===== config.mk =====
export PLATFORM = sky130hd
export DESIGN_NAME = mac_stream_feeder_flat
export DESIGN_NICKNAME = d
export VERILOG_FILES = /design/src/rtl/mac_stream_feeder_if.sv /design/src/rtl/mac_stream_feeder.sv /design/src/flat_wrapper.sv
export SDC_FILE = /design/constraint.sdc
export NUM_CORES = 1
export LEC_CHECK = 0
export BUFFER_PORTS_ARGS = -buffer_cell sky130_fd_sc_hd__buf_2
export CAP_MARGIN = 30
export CORE_MARGIN = 2
export CORE_UTILIZATION = 55
export CTS_CLUSTER_SIZE = 25
export DETAILED_ROUTE_END_ITERATION = 7
export PLACE_DENSITY_LB_ADDON = 0.1
export SETUP_SLACK_MARGIN = 0.5
export SYNTH_ARGS = -nofsm -noshare
export SYNTH_HDL_FRONTEND = slang
export SYNTH_SLANG_ARGS = --single-unit

===== constraint.sdc =====
create_clock -name clk -period 4.2 [get_ports clk]
set_input_delay 0.63 -clock clk [delete_from_list [all_inputs] [get_ports clk]]
set_output_delay 0.63 -clock clk [all_outputs]
set_load 0.02 [all_outputs]

===== src/rtl/mac_stream_feeder_if.sv =====
// Bundle of write-port, frame-control and stream signals between the feeder
// and its environment (upstream writer plus downstream multiply-add block).
interface mac_stream_feeder_if #(
    parameter int AW = 4
);
    logic          wr_en;
    logic [AW-1:0] wr_addr;
    logic [7:0]    wr_a;
    logic [7:0]    wr_b;
    logic          start;
    logic [AW:0]   len;
    logic [15:0]   acc_result;
    logic [7:0]    stream_a;
    logic [7:0]    stream_b;
    logic          busy;
    logic          done;
    logic [15:0]   dot_out;
    logic          start_err;

    modport master (
        output wr_en, wr_addr, wr_a, wr_b, start, len, acc_result,
        input  stream_a, stream_b, busy, done, dot_out, start_err
    );

    modport slave (
        input  wr_en, wr_addr, wr_a, wr_b, start, len, acc_result,
        output stream_a, stream_b, busy, done, dot_out, start_err
    );
endinterface


===== src/rtl/mac_stream_feeder.sv =====
// Operand buffer that streams {a,b} pairs into an external multiply-add block
// and reports the frame's dot product as the accumulator delta.
module mac_stream_feeder #(
    parameter int DEPTH = 16,
    parameter int AW    = 4
) (
    input  logic clk,
    input  logic reset_n,
    mac_stream_feeder_if.slave feed_if
);

    typedef enum logic [1:0] {IDLE, STREAM, DRAIN1, DRAIN2} state_t;

    localparam logic [AW:0] MAX_LEN = (AW+1)'(DEPTH);

    state_t      state_q;
    logic [AW:0] idx_q;
    logic [AW:0] len_q;
    logic [15:0] base_q;
    logic [7:0]  streamA_q;
    logic [7:0]  streamB_q;
    logic        busy_q;
    logic        done_q;
    logic        startErr_q;
    logic [15:0] dotOut_q;

    logic [7:0]  bufA_q [DEPTH];
    logic [7:0]  bufB_q [DEPTH];

    logic lenLegal;
    logic startAccept;
    logic wrAllowed;

    assign lenLegal    = (feed_if.len != '0) && (feed_if.len <= MAX_LEN);
    assign startAccept = (state_q == IDLE) && feed_if.start && lenLegal;
    assign wrAllowed   = (state_q == IDLE) && feed_if.wr_en && !startAccept;

    // Buffer contents are deliberately left out of reset.
    always_ff @(posedge clk) begin
        if (wrAllowed) begin
            bufA_q[feed_if.wr_addr] <= feed_if.wr_a;
            bufB_q[feed_if.wr_addr] <= feed_if.wr_b;
        end
    end

    always_ff @(posedge clk or negedge reset_n) begin
        if (!reset_n) begin
            state_q    <= IDLE;
            idx_q      <= '0;
            len_q      <= '0;
            base_q     <= '0;
            streamA_q  <= '0;
            streamB_q  <= '0;
            busy_q     <= 1'b0;
            done_q     <= 1'b0;
            startErr_q <= 1'b0;
            dotOut_q   <= '0;
        end else begin
            done_q     <= 1'b0;
            startErr_q <= 1'b0;
            case (state_q)
                IDLE: begin
                    if (feed_if.start && lenLegal) begin
                        base_q    <= feed_if.acc_result;
                        len_q     <= feed_if.len;
                        streamA_q <= bufA_q[0];
                        streamB_q <= bufB_q[0];
                        idx_q     <= (AW+1)'(1);
                        busy_q    <= 1'b1;
                        state_q   <= STREAM;
                    end else if (feed_if.start) begin
                        startErr_q <= 1'b1;
                    end
                end
                STREAM: begin
                    if (idx_q == len_q) begin
                        streamA_q <= '0;
                        streamB_q <= '0;
                        state_q   <= DRAIN1;
                    end else begin
                        streamA_q <= bufA_q[idx_q[AW-1:0]];
                        streamB_q <= bufB_q[idx_q[AW-1:0]];
                        idx_q     <= idx_q + (AW+1)'(1);
                    end
                end
                DRAIN1: begin
                    state_q <= DRAIN2;
                end
                DRAIN2: begin
                    // Accumulator has absorbed the last product by now.
                    dotOut_q <= feed_if.acc_result - base_q;
                    done_q   <= 1'b1;
                    busy_q   <= 1'b0;
                    state_q  <= IDLE;
                end
                default: begin
                    state_q <= IDLE;
                end
            endcase
        end
    end

    assign feed_if.stream_a  = streamA_q;
    assign feed_if.stream_b  = streamB_q;
    assign feed_if.busy      = busy_q;
    assign feed_if.done      = done_q;
    assign feed_if.dot_out   = dotOut_q;
    assign feed_if.start_err = startErr_q;

endmodule


===== src/flat_wrapper.sv =====
// flat-port wrapper written by rule: the top's interface ports become plain ports
module mac_stream_feeder_flat 
#(
    parameter int DEPTH = 16,
    parameter int AW    = 4
)
  (clk, reset_n, feed_if_wr_en, feed_if_wr_addr, feed_if_wr_a, feed_if_wr_b, feed_if_start, feed_if_len, feed_if_acc_result, feed_if_stream_a, feed_if_stream_b, feed_if_busy, feed_if_done, feed_if_dot_out, feed_if_start_err);
  mac_stream_feeder_if #(.AW(AW)) feed_if_i ();
  input  logic clk;
  input  logic reset_n;
  input wire logic [$bits(feed_if_i.wr_en)-1:0] feed_if_wr_en;
  input wire logic [$bits(feed_if_i.wr_addr)-1:0] feed_if_wr_addr;
  input wire logic [$bits(feed_if_i.wr_a)-1:0] feed_if_wr_a;
  input wire logic [$bits(feed_if_i.wr_b)-1:0] feed_if_wr_b;
  input wire logic [$bits(feed_if_i.start)-1:0] feed_if_start;
  input wire logic [$bits(feed_if_i.len)-1:0] feed_if_len;
  input wire logic [$bits(feed_if_i.acc_result)-1:0] feed_if_acc_result;
  output wire logic [$bits(feed_if_i.stream_a)-1:0] feed_if_stream_a;
  output wire logic [$bits(feed_if_i.stream_b)-1:0] feed_if_stream_b;
  output wire logic [$bits(feed_if_i.busy)-1:0] feed_if_busy;
  output wire logic [$bits(feed_if_i.done)-1:0] feed_if_done;
  output wire logic [$bits(feed_if_i.dot_out)-1:0] feed_if_dot_out;
  output wire logic [$bits(feed_if_i.start_err)-1:0] feed_if_start_err;
  assign feed_if_i.wr_en = feed_if_wr_en;
  assign feed_if_i.wr_addr = feed_if_wr_addr;
  assign feed_if_i.wr_a = feed_if_wr_a;
  assign feed_if_i.wr_b = feed_if_wr_b;
  assign feed_if_i.start = feed_if_start;
  assign feed_if_i.len = feed_if_len;
  assign feed_if_i.acc_result = feed_if_acc_result;
  assign feed_if_stream_a = feed_if_i.stream_a;
  assign feed_if_stream_b = feed_if_i.stream_b;
  assign feed_if_busy = feed_if_i.busy;
  assign feed_if_done = feed_if_i.done;
  assign feed_if_dot_out = feed_if_i.dot_out;
  assign feed_if_start_err = feed_if_i.start_err;
  mac_stream_feeder #(.DEPTH(DEPTH), .AW(AW)) u_core (.clk(clk), .reset_n(reset_n), .feed_if(feed_if_i));
endmodule

==> flow_summary.ini <==
[yosys]
yosys_warnings = 0
synth_edf_count = 256
avgSynthCellArea_um2 = 17.5
synth_area_leaders = edfxtp_1 (58%), mux4_2 (14%), dfrtp_1 (12%)
yosysSeqAreaShare = 0.701
synth_top_area_share = 0.581
synthArstFlopShare = 0.197
synth-seq-cells = 319
syn_nets = 822
synth.distinct_cells = 51
syn-cell-area_um2 = 13200
synth-main-ff-cell = edfxtp_1
syn_inst = 755
synth_top_area_cell = edfxtp_1

[clock_tree]
post_cts_buffers = 0
post_cts_resize_count = 0
root_buffer = clkbuf_16
cts_max_path_buffers = 3
holdBufCountCts = 0
htreeDepth = 2
cts_tree = built
cts.sinks = 319
path_clk_slew_ns = 0.06
clkLatencyLatePin_ns = 0.51
cts_buffers = 34

[worst_hold_path]
hold_class = in -> async

[worst_setup_path]
cp.arrival_ns = 3.19
worstSetupPathType = reg -> reg
startpoint_type = flop
cp.required_ns = 4.58
cp_max_fo = 18
cp-end-kind = flop

[global_routing]
grt_max_degree = 69
antenna_found_initial = 1
track_usage = 0.229
grt_pass1_vias = 7489
grt_pass1_wl_mm = 44.0
grt-ovfl-total = 0

[die]
core_area_um2 = 23500
fp-row-count = 56
die_h_um = 159
io_pins = 80
die_x_um = 159
start_util = 0.562
dieArea_um2 = 25300

[routing]
drc = 0
first_pass_iters = 5
viasPerCell = 6.02
final_antenna_net_count = 0
drt_iter0_markers = 651
via_count = 7233
wl_mm = 28.1
wl_per_cell_um = 23.4

[timing]
slew_headroom = 0.348
worst_hold_slack_ns = 0.0838
fmax_mhz = 356
final-hold-violation-count = 0
finalMaxSlewViolations = 0
tightest_slew_ns = 0.978
fin_worst_skew_ns = 0.0134
finalCritPeriodShare = 0.668
setup_tns_ns = 0
rsz0062_at_grt = false
setup_viol = 0
min_period_ns = 2.81

[power_and_ir_drop]
p_per_area_nw_per_um2 = 650
p_leak_uw = 0.00545
vdd_drop_max_mv = 0.434

[layout]
postLayoutCoreUtil = 0.648
drive_gt1_frac = 0.313
antenna_cells = 0
fill_cells = 1668
layout-area-overhead-vs-synth_pct = 15.3
final_nets = 925
finish.instance_area_um2 = 15200

[status]
status = finished clean

[placement]
post-dp-hpwl_mm = 18.7
io_buffers = 79
placed_area_um2 = 14100
gp_congestion = 0.872

[flow_run]
maxCapViolations = 0
==> where the power goes <==
group / switching (uW) / total (uW) / internal [uW] / leakage, uW
Combinational: 1700 / 3010 / 1300 / 0.00183
Clock: 1190 / 2970 / 1780 / 0.000544
Sequential: 191 / 3940 / 3750 / 0.00307
Total: 3080 / 9910 / 6830 / 0.00545
==> critical path: stages, from the launching register on <==
cell     delay [ns]
dfrtp_4        0.63
buf_4          0.41
mux4_2         0.61
mux4_2         0.47
and3_1         0.20
a21oi_1        0.25
o21ai_1        0.09
==> cell usage in the layout (no fill, tap or decap), types with 3 or more instances in the layout <==
| cell type | netlist | layout |
|---|---|---|
| o21ai_0 | 25 | 25 |
| ha_1 | 21 | 21 |
| nor2b_1 | 3 | 3 |
| a21o_1 | 7 | 7 |
| nand2_1 | 48 | 48 |
| o2111ai_1 | 3 | 3 |
| inv_1 | 22 | 22 |
| mux4_2 | 80 | 80 |
| nand4_1 | 6 | 6 |
| nand4b_1 | 3 | 3 |
| clkbuf_1 | 27 | 4 |
| a211oi_1 | 3 | 3 |
| nor2_1 | 25 | 13 |
| mux2_2 | 14 | 14 |
| o21a_1 | 5 | 5 |
| nor3_2 | 0 | 4 |
| clkinv_1 | 1 | 5 |
| clkbuf_16 | 0 | 35 |
| nor2_2 | 0 | 12 |
| nor3_1 | 7 | 3 |
| a21oi_1 | 32 | 31 |
| nand3_1 | 10 | 10 |
| buf_4 | 0 | 26 |
| buf_2 | 7 | 79 |
| clkinvlp_4 | 0 | 3 |
| o21ai_1 | 15 | 15 |
| o211ai_1 | 4 | 4 |
| dfrtp_1 | 63 | 61 |
| bufinv_16 | 0 | 4 |
| and3_1 | 16 | 16 |
| edfxtp_1 | 256 | 256 |
| xor2_1 | 7 | 7 |
| nand3b_1 | 3 | 3 |
| clkinv_2 | 0 | 8 |
| xnor2_1 | 9 | 9 |
==> synth_stat cells (4+ instances only) <==
cell type and instances:
edfxtp_1 256, mux4_2 80, dfrtp_1 63, nand2_1 48, a21oi_1 32, clkbuf_1 27, nor2_1 25, o21ai_0 25
inv_1 22, ha_1 21, and3_1 16, o21ai_1 15, mux2_2 14, nand3_1 10, xnor2_1 9, a21o_1 7
buf_2 7, nor3_1 7, xor2_1 7, nand4_1 6, o21a_1 5, o211ai_1 4
==> sequential cells by signal, summed over array words and instances, names as in the netlist <==
register and cells:
u_core.bufB_q 128, u_core.feed_if.stream_b 8, u_core.idx_q 5, u_core.feed_if.start_err 1, u_core.feed_if.busy 1, u_core.base_q 16
u_core.feed_if.stream_a 8, u_core.bufA_q 128, u_core.feed_if.dot_out 16, u_core.len_q 5, u_core.feed_if.done 1, u_core.state_q 2
==> worst paths after layout <==
path,start,end,slack (ns),cells after the start
setup / recovery,u_core.idx_q[0],u_core.feed_if.stream_b[4],1.39,6
setup reg to reg,u_core.idx_q[0],u_core.feed_if.stream_b[4],1.39,6
hold reg to reg,u_core.feed_if.dot_out[4],u_core.feed_if.dot_out[4],0.49,1
min in group clk,feed_if_acc_result[10],u_core.base_q[10],0.36,3
max in group asynchronous,reset_n,u_core.feed_if.dot_out[9],3.17,2
hold / removal,reset_n,u_core.len_q[4],0.08,1
==> cell type report <==
class,count,area [um^2],share of cell area
well taps,319,399,0.0262
clock buffers,39,891,0.0584
inverters,23,86.3,0.00566
repair buffers,106,611,0.0400
clock inverters,22,224,0.0147
multi-input cells,374,3770,0.247
flip-flops and latches,319,9270,0.608
==> metal layers <==
| layer | track usage | wire length [um] | up-vias |
|---|---|---|---|
| li1 | - | - | 3187 |
| met1 | 0.327 | 12200 | 3739 |
| met2 | 0.374 | 13600 | 264 |
| met3 | 0.0425 | 1720 | 41 |
| met4 | 0.0521 | 497 | 2 |
| met5 | 0 | 14 | - |
==> metrics by stage <==
stage               total power (uW)  setup slack (ns)  instances
floorplan                       6120             0.811        755
global placement                6930              1.06       1141
detailed placement              7010             0.931       1141
CTS                             9990              1.37       1202
global route                   10400              1.25       1202
finish                          9910              1.39       1202
==> cell families (layout without fill, tap and decap cells) <==
kind of cell,after synthesis,in the layout,synth area share
adder cells (fa/ha/maj),22,22,0.0214
multiplexers,95,95,0.149
XOR/XNOR,16,16,0.0106
buffers and inverters,62,190,0.0200
flip-flops,319,319,0.701
AO/OA/AOI/OAI,109,109,0.0497
AND/OR/NAND/NOR,132,132,0.0486
No activity file was read; power rests on OpenSTA's default activity.
